## src/rtl/memram_p_if.sv

```systemverilog
// Access bus between the processor load/store path and memram_p.
// Defining MEMRAM_PARITY_EN adds the rd_perr / perr_inj pair.
interface memram_p_if #(
    parameter int DATA_W = 8,
    parameter int ADDR_W = 4
);
    logic              clr;
    logic              req;
    logic              wren;
    logic [ADDR_W-1:0] address;
    logic [DATA_W-1:0] write_data;
    logic              ready;
    logic              busy;
    logic [DATA_W-1:0] read_data;
    logic              rvalid;
`ifdef MEMRAM_PARITY_EN
    logic              rd_perr;
    logic              perr_inj;

    modport master (
        output clr, req, wren, address, write_data, perr_inj,
        input  ready, busy, read_data, rvalid, rd_perr
    );
    modport slave (
        input  clr, req, wren, address, write_data, perr_inj,
        output ready, busy, read_data, rvalid, rd_perr
    );
`else
    modport master (
        output clr, req, wren, address, write_data,
        input  ready, busy, read_data, rvalid
    );
    modport slave (
        input  clr, req, wren, address, write_data,
        output ready, busy, read_data, rvalid
    );
`endif
endinterface

```

## src/rtl/memram_p.sv

```systemverilog
// Single-port synchronous data RAM with req/ready access, registered read and a clear sequencer.
// Optional per-word even parity is enabled by defining MEMRAM_PARITY_EN.
module memram_p #(
    parameter int DATA_W = 8,
    parameter int ADDR_W = 4,
    parameter int DEPTH  = 16
) (
    input  logic       clk,
    input  logic       rst,
    memram_p_if.slave  bus
);
`ifdef MEMRAM_PARITY_EN
    localparam int PAR_W = 1;
`else
    localparam int PAR_W = 0;
`endif
    localparam int                MEM_W     = DATA_W + PAR_W;
    localparam logic [ADDR_W:0]   DEPTH_X   = (ADDR_W + 1)'(DEPTH);
    localparam logic [ADDR_W-1:0] LAST_ADDR = ADDR_W'(DEPTH - 1);

    typedef enum logic [0:0] {S_CLEAR, S_RUN} state_e;

    state_e            state_q, state_d;
    logic [ADDR_W-1:0] cnt_q, cnt_d;
    logic [DATA_W-1:0] read_data_q, read_data_d;
    logic              rvalid_q, rvalid_d;

    logic [MEM_W-1:0]  mem [DEPTH];
    logic              mem_we;
    logic [ADDR_W-1:0] mem_waddr;
    logic [MEM_W-1:0]  mem_wdata;
    logic [MEM_W-1:0]  wr_word;
    logic [MEM_W-1:0]  rd_word;
    logic              addr_ok;
    logic              ready;

    // Extended by one bit so DEPTH == 2**ADDR_W still compares correctly.
    assign addr_ok = {1'b0, bus.address} < DEPTH_X;
    assign ready   = (state_q == S_RUN) && !bus.clr;
    assign rd_word = addr_ok ? mem[bus.address] : '0;

`ifdef MEMRAM_PARITY_EN
    logic rd_perr_q, rd_perr_d;
    assign wr_word = {(^bus.write_data) ^ bus.perr_inj, bus.write_data};
`else
    assign wr_word = bus.write_data;
`endif

    // NOTE: every signal written here gets a default first, so no path leaves one unassigned (no latch).
    always_comb begin
        state_d     = state_q;
        cnt_d       = cnt_q;
        read_data_d = read_data_q;
        rvalid_d    = 1'b0;
`ifdef MEMRAM_PARITY_EN
        rd_perr_d   = 1'b0;
`endif
        mem_we      = 1'b0;
        mem_waddr   = bus.address;
        mem_wdata   = wr_word;

        if (state_q == S_CLEAR) begin
            mem_we    = 1'b1;
            mem_waddr = cnt_q;
            mem_wdata = '0;
            if (cnt_q == LAST_ADDR) begin
                state_d = S_RUN;
                cnt_d   = '0;
            end else begin
                cnt_d = cnt_q + ADDR_W'(1);
            end
        end else if (bus.clr) begin
            state_d = S_CLEAR;
            cnt_d   = '0;
        end else if (bus.req) begin
            if (bus.wren) begin
                mem_we = addr_ok;
            end else begin
                read_data_d = rd_word[DATA_W-1:0];
                rvalid_d    = 1'b1;
`ifdef MEMRAM_PARITY_EN
                // Stored bit makes the word even; any odd word is a mismatch.
                rd_perr_d   = ^rd_word;
`endif
            end
        end
    end

    // NOTE: sequential state uses non-blocking assignments so all flops update together at the edge.
    always_ff @(posedge clk or posedge rst) begin
        if (rst) begin
            state_q     <= S_CLEAR;
            cnt_q       <= '0;
            read_data_q <= '0;
            rvalid_q    <= 1'b0;
`ifdef MEMRAM_PARITY_EN
            rd_perr_q   <= 1'b0;
`endif
        end else begin
            state_q     <= state_d;
            cnt_q       <= cnt_d;
            read_data_q <= read_data_d;
            rvalid_q    <= rvalid_d;
`ifdef MEMRAM_PARITY_EN
            rd_perr_q   <= rd_perr_d;
`endif
        end
    end

    // NOTE: the array has no reset; the clear sequencer gives it defined contents instead.
    always_ff @(posedge clk) begin
        if (mem_we) begin
            mem[mem_waddr] <= mem_wdata;
        end
    end

    assign bus.ready     = ready;
    assign bus.busy      = (state_q == S_CLEAR);
    assign bus.read_data = read_data_q;
    assign bus.rvalid    = rvalid_q;
`ifdef MEMRAM_PARITY_EN
    assign bus.rd_perr   = rd_perr_q;
`endif
endmodule
```

## src/flat_wrapper.sv

```systemverilog
// flat-port wrapper written by rule: the top's interface ports become plain ports
module memram_p_flat 
#(
    parameter int DATA_W = 8,
    parameter int ADDR_W = 4,
    parameter int DEPTH  = 16
)
  (clk, rst, bus_clr, bus_req, bus_wren, bus_address, bus_write_data, bus_ready, bus_busy, bus_read_data, bus_rvalid);
  memram_p_if #(.DATA_W(DATA_W), .ADDR_W(ADDR_W)) bus_i ();
  input  logic clk;
  input  logic rst;
  input wire logic [$bits(bus_i.clr)-1:0] bus_clr;
  input wire logic [$bits(bus_i.req)-1:0] bus_req;
  input wire logic [$bits(bus_i.wren)-1:0] bus_wren;
  input wire logic [$bits(bus_i.address)-1:0] bus_address;
  input wire logic [$bits(bus_i.write_data)-1:0] bus_write_data;
  output wire logic [$bits(bus_i.ready)-1:0] bus_ready;
  output wire logic [$bits(bus_i.busy)-1:0] bus_busy;
  output wire logic [$bits(bus_i.read_data)-1:0] bus_read_data;
  output wire logic [$bits(bus_i.rvalid)-1:0] bus_rvalid;
  assign bus_i.clr = bus_clr;
  assign bus_i.req = bus_req;
  assign bus_i.wren = bus_wren;
  assign bus_i.address = bus_address;
  assign bus_i.write_data = bus_write_data;
  assign bus_ready = bus_i.ready;
  assign bus_busy = bus_i.busy;
  assign bus_read_data = bus_i.read_data;
  assign bus_rvalid = bus_i.rvalid;
  memram_p #(.DATA_W(DATA_W), .ADDR_W(ADDR_W), .DEPTH(DEPTH)) u_core (.clk(clk), .rst(rst), .bus(bus_i));
endmodule
```

## config.mk

```make
export PLATFORM = sky130hd
export DESIGN_NAME = memram_p_flat
export DESIGN_NICKNAME = d
export VERILOG_FILES = /design/src/rtl/memram_p_if.sv /design/src/rtl/memram_p.sv /design/src/flat_wrapper.sv
export SDC_FILE = /design/constraint.sdc
export NUM_CORES = 1
export LEC_CHECK = 0
export BUFFER_PORTS_ARGS = -buffer_cell sky130_fd_sc_hd__buf_2
export CORE_UTILIZATION = 35
export DETAILED_ROUTE_END_ITERATION = 10
export SETUP_SLACK_MARGIN = 0.1
export SLEW_MARGIN = 20
export SYNTH_ARGS = -nofsm -noshare
export SYNTH_HDL_FRONTEND = slang
export SYNTH_SLANG_ARGS = --single-unit
```

## constraint.sdc

```tcl
create_clock -name clk -period 2.9 [get_ports clk]
set_input_delay 0.29 -clock clk [delete_from_list [all_inputs] [get_ports clk]]
set_output_delay 0.29 -clock clk [all_outputs]
set_load 0.02 [all_outputs]
```

### After elaboration in Yosys (flattened, before gate mapping)

Memory sizes are Yosys's and may differ from the RTL's. A register that Yosys moved wholly into a read port is not among the register bits.
Index checks and enable logic that the tools add are counted.

| storage, ports and cells | value |
|---|---|
| register bits after elaboration | 6 |
| memories | 1 |
| word-level logic and storage cells | 31 |
| bits in writable memories | 128 |
| input bits | 17 |
| output and inout bits | 11 |

| operators by class | value |
|---|---|
| equality and inequality tests | 2 |
| mux-type cells | 18 |
| bitwise operators | 3 |
| add/sub/neg operators | 1 |
| reduce and logical (&&, ||, !) cells | 3 |

Memory list:

| name | words | bits a word | read ports | clocked after Yosys merged registers in | wr ports | line | text |
|---|---|---|---|---|---|---|---|
| u_core.mem | 16 | 8 | 1 | 1 | 1 | memram_p.sv:28 | `logic [MEM_W-1:0] mem [DEPTH];` |

Operator list:

| operator | number |
|---|---|
| $mux 4 | 4 |
| $mux 1 | 13 |
| $mux 8 | 1 |
| $add 4x1->4 const B | 1 |
| $eq 4x4->1 const B | 1 |
| $reduce_and 4->1 | 1 |
| $not 1->1 | 3 |
| $ne 2x2->1 const B | 1 |
| $logic_and 1x1->1 | 1 |
| $logic_not 1->1 | 1 |

### Depth between registers and ports, before layout

Gate-level depths: netlist of the first run.

| depth | value |
|---|---|
| depth in word-level cells | 6 |
| mapped depth | 7 |
| mapped depth without buffers | 5 |

### Worst setup path before layout of the first run

OpenSTA, ideal clock, no wires.

| path | value |
|---|---|
| path type | in2reg |
| start point | input bus_address[1] |
| end point | memory u_core.mem[0][0] (netlist name) (enable) |
| arrival | 1.586 ns |
| buffers on the path | 3 |
| path slack | 0.944 ns |
| cell stages on the path | 7 |
| required time | 2.530 ns |
| setup time | 0.370 ns |
| path through | buf_2 -> buf_2 -> buf_4 -> nand2b_1 -> o22ai_1 -> nand2_1 -> nor2_1 |

| on the way | value |
|---|---|
| word-level cells in the longest chain between the ends | 1 |

RTL lines:

| element | line | text |
|---|---|---|
| from (decl) | flat_wrapper.sv:15 | `input wire logic [$bits(bus_i.address)-1:0] bus_address;` |
| $mux 4 | memram_p.sv:62 | `if (state_q == S_CLEAR) begin` |
| to (decl) | memram_p.sv:28 |  |

No other way between the ends.

### Final worst setup path of the first run

| path | value |
|---|---|
| start point | register u_core.state_q |
| end point | memory u_core.mem[0][0] (netlist name) (enable) |

| on the way | value |
|---|---|
| word-level cells in the longest chain between the ends | 3 |
| elaborated cells between the ends (all ways) | 4 |
| classes of those cells | 4 x mux |

RTL lines:

| element | line | text |
|---|---|---|
| from (decl) | memram_p.sv:23 | `state_e state_q, state_d;` |
| from (signal assigned) | memram_p.sv:100 | `state_q <= state_d;` |
| $mux 1 | memram_p.sv:62 |  |
| $mux 1 | memram_p.sv:112 | `if (mem_we) begin` |
| $mux 1 (not written as such) | memram_p.sv:113 | `mem[mem_waddr] <= mem_wdata;` |

Several ways; a longest one is shown, not always the timed one.

==> run_results.csv, run 1 <==
group,metric,value,unit
worst_setup_path,crit_start,"u_core.state_q",
placement,hpwl,8.238,mm
pwr,p_leak,2.410,nW
floorplanning,rows,46,
layout,layout-drive-gt1-share,22.55,%
global_route,grt_pass1_wl,18.76,mm
routing,drtIter0Drc,216,
global_route,busiest_layer,"met2",
min_path,hold_class,"primary input to flip-flop",
layout,n_antenna_cell,0,
timing,relSlewSlack,41.83,%
logic_synthesis,synthXorXnorAreaFrac,0.1527,%
routing,wl,12.42,mm
pwr,powerDensity,913.8,nW/um^2
logic_synthesis,netlist_top_cells_count,"edfxtp_1, mux2i_1, nor2_1",
cts,cts_root_buf,"clkbuf_16",
run,cap_violations,0,
placement,place_congestion,0.8098,
global_route,grt_use_met3,5.084,%
pwr,finalPower,6.163,mW
logic_synthesis,synthFlopType,"edfxtp_1",
layout,fill_cells,1402,
routing,vias,3035,
global_route,gr-usage-all-layers,16.32,%
cts,cts.reportedPaths.clkPinSlew,0.05,ns
timing,fin_worst_skew,0.008842,ns
timing,tns,0,ns
cts,postCtsSetupBuffers,0,
logic_synthesis,synth_area,5736,um^2
routing,drc,0,
timing,maxSlewViolCount,0,
layout,syn_to_final_growth,17.58,%
logic_synthesis,ys_types,40,
layout,final_util,42.30,%
worst_setup_path,worstPathMaxFanout,13,
floorplanning,die_area,16900,um^2
worst_setup_path,crit_type,"flip-flop to flip-flop",
worst_setup_path,crit_slowest_cell,"nor2_1",
timing,fmax,0.4652,GHz
placement,io_buffers,27,
routing,viasPerCell,5.118,
logic_synthesis,synthMuxAreaShare,14.83,%
floorplanning,start_util,35.98,%
logic_synthesis,ys_seq_elements,142,
routing,wl_per_cell,20.94,um
cts,cts_buffers,17,
layout,layout.nets,382,
timing,final-setup-viol-count,0,
logic_synthesis,synth_nets,332,
worst_setup_path,crit_chain,"nand2b_1, o22ai_1, nand2_1, nor2_1",
logic_synthesis,post-synth-top-area-cell,"edfxtp_1",
timing,finalCritPeriodShare,74.12,%
cts,clkLatencyLatePin,0.42,ns
logic_synthesis,postSynth.asyncResetShare,9.859,%
global_route,grt_pass1_vias,3151,
worst_setup_path,end_kind,"flip-flop",
worst_setup_path,r2r_start,"u_core.state_q",
timing,hold_viol,0,
worst_setup_path,required,2.95,ns
logic_synthesis,syn_area_per_cell,18.27,um^2
logic_synthesis,synthCells,314,
routing,postRouteAntennaNets,0,
timing,fin_ws,0.7505,ns
global_route,grt_max_degree,26,
logic_synthesis,synth_top_family_by_area,"multiplexers",
cts,cts_sinks,142,
worst_setup_path,reg2reg_setup_slack,0.75,ns
pwr,irDropWorstVdd,435.4,uV
timing,hold-worst-slack,0.1334,ns
logic_synthesis,synth_edf_count,128,
timing,worst_pin_slew,0.8693,ns
floorplanning,ios,28,
worst_setup_path,critPathLaunchType,"flip-flop",
logic_synthesis,yosys.area_share.simple,5.236,%
logic_synthesis,ys_warn_count,0,
cts,cts_tree,"built",
floorplanning,die_h,130.0,um
floorplanning,chipWidth,130.0,um
logic_synthesis,yosys.area_share.adder,0.2182,%
floorplanning,fp.coreArea,15940,um^2
timing,min_period,2.149,ns
global_route,use_met1,20.87,%
run_status,run_status,"finished clean",
worst_setup_path,cpPeakStageDelay,0.70,ns
timing,rsz0062_at_grt,"no",
worst_setup_path,path_delay_family,"simple AND/OR/NAND/NOR gates",
routing,dr.pass1.iters,4,
global_route,grt_overflow,0,
logic_synthesis,synth_compound_area_share,4.538,%
global_route,antenna_found_initial,0,
logic_synthesis,yosysMostFrequentCell,"edfxtp_1",
global_route,grt_use_met2,24.88,%
worst_setup_path,arrival,2.19,ns
cts,h-tree-depth,4,
placement,pre_cts_ws,0.4520,ns
worst_setup_path,cp.buffers_inverters,0,
cts,clock_path_buffers,2,
logic_synthesis,yosys-top-cells-area,"edfxtp_1, dfrtp_1, mux4_2",
logic_synthesis,synth_top_cell_area_share,67.02,%
logic_synthesis,ys_seq_area_share,73.12,%
min_path,hold_start,"bus_clr",
==> final cells by class <==
class,instances,area (um^2),share of cell area (%)
multi-input combinational,150,1433,21.24
timing repair buffer,46,280.3,4.156
inverter,7,26.28,0.3896
clock buffer,22,444.2,6.586
clock inverter,10,96.34,1.429
tap,216,270.3,4.007
sequential,142,4194,62.19
==> cell families (layout without fill, tap and decap cells) <==
logic type / after synthesis / in the layout
fa+ha+maj: 1 / 1
flops: 142 / 142
simple gates: 61 / 61
compound gates: 36 / 36
buf+inv: 22 / 85
xor+xnor: 1 / 1
mux: 51 / 51
==> per-stage QoR <==
step	cells	area (um^2)
floorplan	314	5736
global route	593	6744
detailed placement	560	6193
global placement	560	6193
CTS	593	6744
finish	593	6744
==> registers in the layout, summed over array words and instances, names as in the netlist <==
name / count
u_core.mem: 128
u_core.cnt_q: 4
u_core.bus.read_data: 8
u_core.bus.rvalid: 1
u_core.state_q: 1
==> what timing repair did <==
item                       4_1_cts  5_1_grt
hold endpoints to repair        14        0
setup endpoints to repair        0        0
hold buffers                     1        0
resized for setup                0        0
==> placed cells by master, fill, tap and decap left out, types with 9 or more instances in the layout <==
cell	instances
buf_2	27
buf_4	18
clkbuf_16	17
dfrtp_1	14
edfxtp_1	128
mux2i_1	25
mux4_1	10
mux4_2	14
nand2_1	13
nor2_1	22
o21ai_0	9
==> report_power, final <==
part / internal, mW / leakage [nW] / switching [mW]
combinational: 0.431 / 0.774 / 0.765
sequential: 2.77 / 1.38 / 0.183
clock: 1.24 / 0.259 / 0.765
==> routing by layer <==
layer	part of all wire, %	vias up
met2	46	80
met1	46	1579
met5	0	-
met4	3.0	0
met3	4.7	22
li1	-	1354
==> path summary, 6_finish.rpt <==
check                                          endpoint  cells after the start
min in group asynchronous             u_core.bus.rvalid                      3
worst max register to register         u_core.mem[0][0]                      4
max in group asynchronous                u_core.state_q                      3
worst max-delay path                   u_core.mem[0][0]                      4
worst min register to register  u_core.bus.read_data[2]                      2
worst min-delay path                    u_core.cnt_q[1]                      2
No activity file was read; power rests on OpenSTA's default activity.
==> run 2: changes to the inputs <==
- ABC_AREA: default -> 1
- clock period: 2.9 -> 1.75 ns (I/O delays scaled with it)
==> run 2 against run 1 <==
Effect of this change:
- synthesized area up 9.5%
- combinational power up 140%
- setup slack worse by 0.64 ns
- design area up 10%
- count of clock-buffer cells in the layout up 1
- sequential share of layout area down 5.7 points
- routed wire length up 20%
- via count up 45%
- die area up 9.4%
- cell count up 56%
- largest cell class unchanged
==> run_results.csv, run 2 <==
group,metric,value,unit
logic_synthesis,post-synth-top-area-cell,"edfxtp_1",
floorplanning,ios,28,
global_route,grt_overflow,0,
layout,largest_reg_flops,128,
timing,final-setup-viol-count,0,
worst_setup_path,crit_chain,"buf_8, a21oi_4, nand3_2, nor2_1, buf_4",
pwr,p_leak,3.327,nW
min_path,holdPathStages,4,
worst_setup_path,worstPathMaxFanout,12,
worst_setup_path,required,1.87,ns
layout,largest_register,"u_core.mem",
pwr,irDropWorstVdd,1019,uV
logic_synthesis,syn_area_per_cell,9.860,um^2
cts,cts_buffers,17,
global_route,grt_max_degree,41,
routing,drc,0,
logic_synthesis,synth_nets,655,
cts,cts_tree,"built",
layout,layout-drive-gt1-share,15.69,%
logic_synthesis,yosys-top-cells-area,"edfxtp_1, nand2_1, nand3_1",
routing,drtIter0Drc,380,
routing,wl,14.90,mm
placement,placed_area,6770,um^2
logic_synthesis,ys_seq_area_share,66.77,%
worst_setup_path,cpPeakStageDelay,0.46,ns
timing,rsz0062_at_grt,"yes",
cts,cts_root_buf,"clkbuf_16",
cts,clock_path_buffers,2,
timing,min_period,1.643,ns
floorplanning,die_area,18490,um^2
logic_synthesis,ys_seq_elements,142,
placement,place_congestion,0.9350,
logic_synthesis,synth_area,6281,um^2
worst_setup_path,crit_slowest_cell,"dfrtp_2",
layout,n_antenna_cell,0,
routing,dr.pass1.iters,5,
routing,viasPerCell,4.757,
layout,layout.nets,706,
timing,fin_ws,0.1068,ns
cts,h-tree-depth,4,
min_path,hold_class,"primary input to flip-flop",
logic_synthesis,synth_top_cell_area_share,61.20,%
cts,cts_sinks,142,
routing,vias,4405,
timing,hold_viol,0,
worst_setup_path,crit_type,"flip-flop to flip-flop",
timing,fin_worst_skew,0.006458,ns
floorplanning,rows,48,
worst_setup_path,critPathLaunchType,"flip-flop",
logic_synthesis,netlist_top_cells_count,"nand2_1, edfxtp_1, inv_1",
worst_setup_path,end_kind,"flip-flop",
floorplanning,fp.coreArea,17420,um^2
timing,tns,0,ns
cts,clkLatencyLatePin,0.41,ns
floorplanning,die_h,136.0,um
logic_synthesis,synth_edf_count,128,
worst_setup_path,reg2regPathDepth,5,
logic_synthesis,synthFlopType,"edfxtp_1",
placement,hpwl,10.03,mm
logic_synthesis,yosysMostFrequentCell,"nand2_1",
run,cap_violations,0,
layout,mostFrequentLayoutCell,"nand2_1",
placement,pre_cts_ws,-0.1276,ns
cts,cts.reportedPaths.clkPinSlew,0.06,ns
timing,hold-worst-slack,0.1284,ns
routing,postRouteAntennaNets,0,
floorplanning,start_util,36.06,%
placement,io_buffers,27,
layout,final_cell_mix,"nand2_1, edfxtp_1, inv_1, nand3_1, buf_4",
worst_setup_path,arrival,1.76,ns
timing,finalCritPeriodShare,93.90,%
timing,relSlewSlack,45.14,%
pwr,powerDensity,1500,nW/um^2
global_route,antenna_found_initial,0,
layout,design_area,7423,um^2
layout,final_util,42.62,%
timing,fmax,0.6086,GHz
global_route,gr-usage-all-layers,17.53,%
logic_synthesis,synthCells,637,
routing,wl_per_cell,16.09,um
timing,worst_pin_slew,0.8220,ns
run_status,run_status,"finished clean",
layout,syn_to_final_growth,18.19,%
global_route,grt_pass1_wl,23.38,mm
logic_synthesis,ys_types,23,
timing,maxSlewViolCount,0,
floorplanning,chipWidth,136.0,um
logic_synthesis,ys_warn_count,0,
global_route,grt_pass1_vias,4287,
logic_synthesis,postSynth.asyncResetShare,9.859,%
[run 2: cell count changes in the layout (fill, tap and decap cells not counted), sizes merged, moves of 4 or more]
cell | previous run | this run
a22oi | 8 | 0
a32oi | 7 | 0
and2 | 8 | 0
buf | 45 | 57
clkinvlp | 1 | 5
inv | 7 | 115
mux2i | 25 | 0
mux4 | 24 | 0
nand2 | 13 | 216
nand2b | 8 | 0
nand3 | 2 | 101
o21ai | 10 | 5
[run 2: area by class of cell]
class / count / area, um^2
multi-input combinational: 350 / 1582
timing repair buffer: 59 / 387.9
clock inverter: 9 / 70.07
fill: 1665 / 9993
clock buffer: 23 / 447.9
tap: 225 / 281.5
inverter: 118 / 459.2
sequential: 142 / 4195
[run 2: power by group]
part	switching (mW)	leakage (nW)	total, mW	internal [mW]
clock	1.22	0.245	3.15	1.92
combinational	1.99	1.71	2.87	0.885
sequential	0.287	1.38	5.12	4.83
[run 2: cell families (layout without fill, tap and decap cells)]
family	count (synthesis)	count (layout)	share of synthesized area (%)
and+or+nand+nor	339	339	22.73
DFF	142	142	66.77
buffers and inverters	145	209	9.323
adders and majority gates	1	1	0.1992
xor gates and xnor gates	1	1	0.1395
AOI/OAI and AO/OA	9	9	0.8366
[run 2: metrics by stage]
stage                     power [mW]  instances
after floorplan                6.710        637
after global placement         7.736        890
after detailed placement       7.823        890
after CTS                      11.09        924
after global routing           11.72        926
final                          11.14        926
[run 2: worst max-delay path, delay by kind of cell (launching register included)]
family	cells	cell delay (ns)
buffers and inverters	2	0.35
DFF	1	0.46
AOI/OAI and AO/OA	1	0.18
and+or+nand+nor	2	0.35
[run 2: path summary, 6_finish.rpt]
| kind | slack, ns | endpoint | startpoint |
|---|---|---|---|
| min reg2reg | 0.47 | u_core.bus.read_data[7] | u_core.bus.read_data[7] |
| min | 0.13 | u_core.cnt_q[1] | bus_clr |
| max reg2reg | 0.11 | u_core.mem[1][5] | u_core.state_q |
| max | 0.11 | u_core.mem[1][5] | u_core.state_q |
| max in group asynchronous | 0.97 | u_core.state_q | rst |
| min in group asynchronous | 0.38 | u_core.cnt_q[0] | rst |
[run 2: layer usage]
layer  vias up  share of wire, %  GRT usage (%)
li1       2133                 -              -
met1      2103                45          23.58
met2       145                48          27.47
met3        24               5.9          4.362
met4         0               1.7          6.235
met5         -                 0              0
[run 2: timing repair]
item | 4_1_cts | 5_1_grt
pin swaps | 1 | 2
endpoints found under the setup margin | 160 | 159
gates resized for setup | 14 | 14
buffers inserted | 0 | 2
hold buffers | 2 | 0
endpoints found under the hold margin | 15 | 0
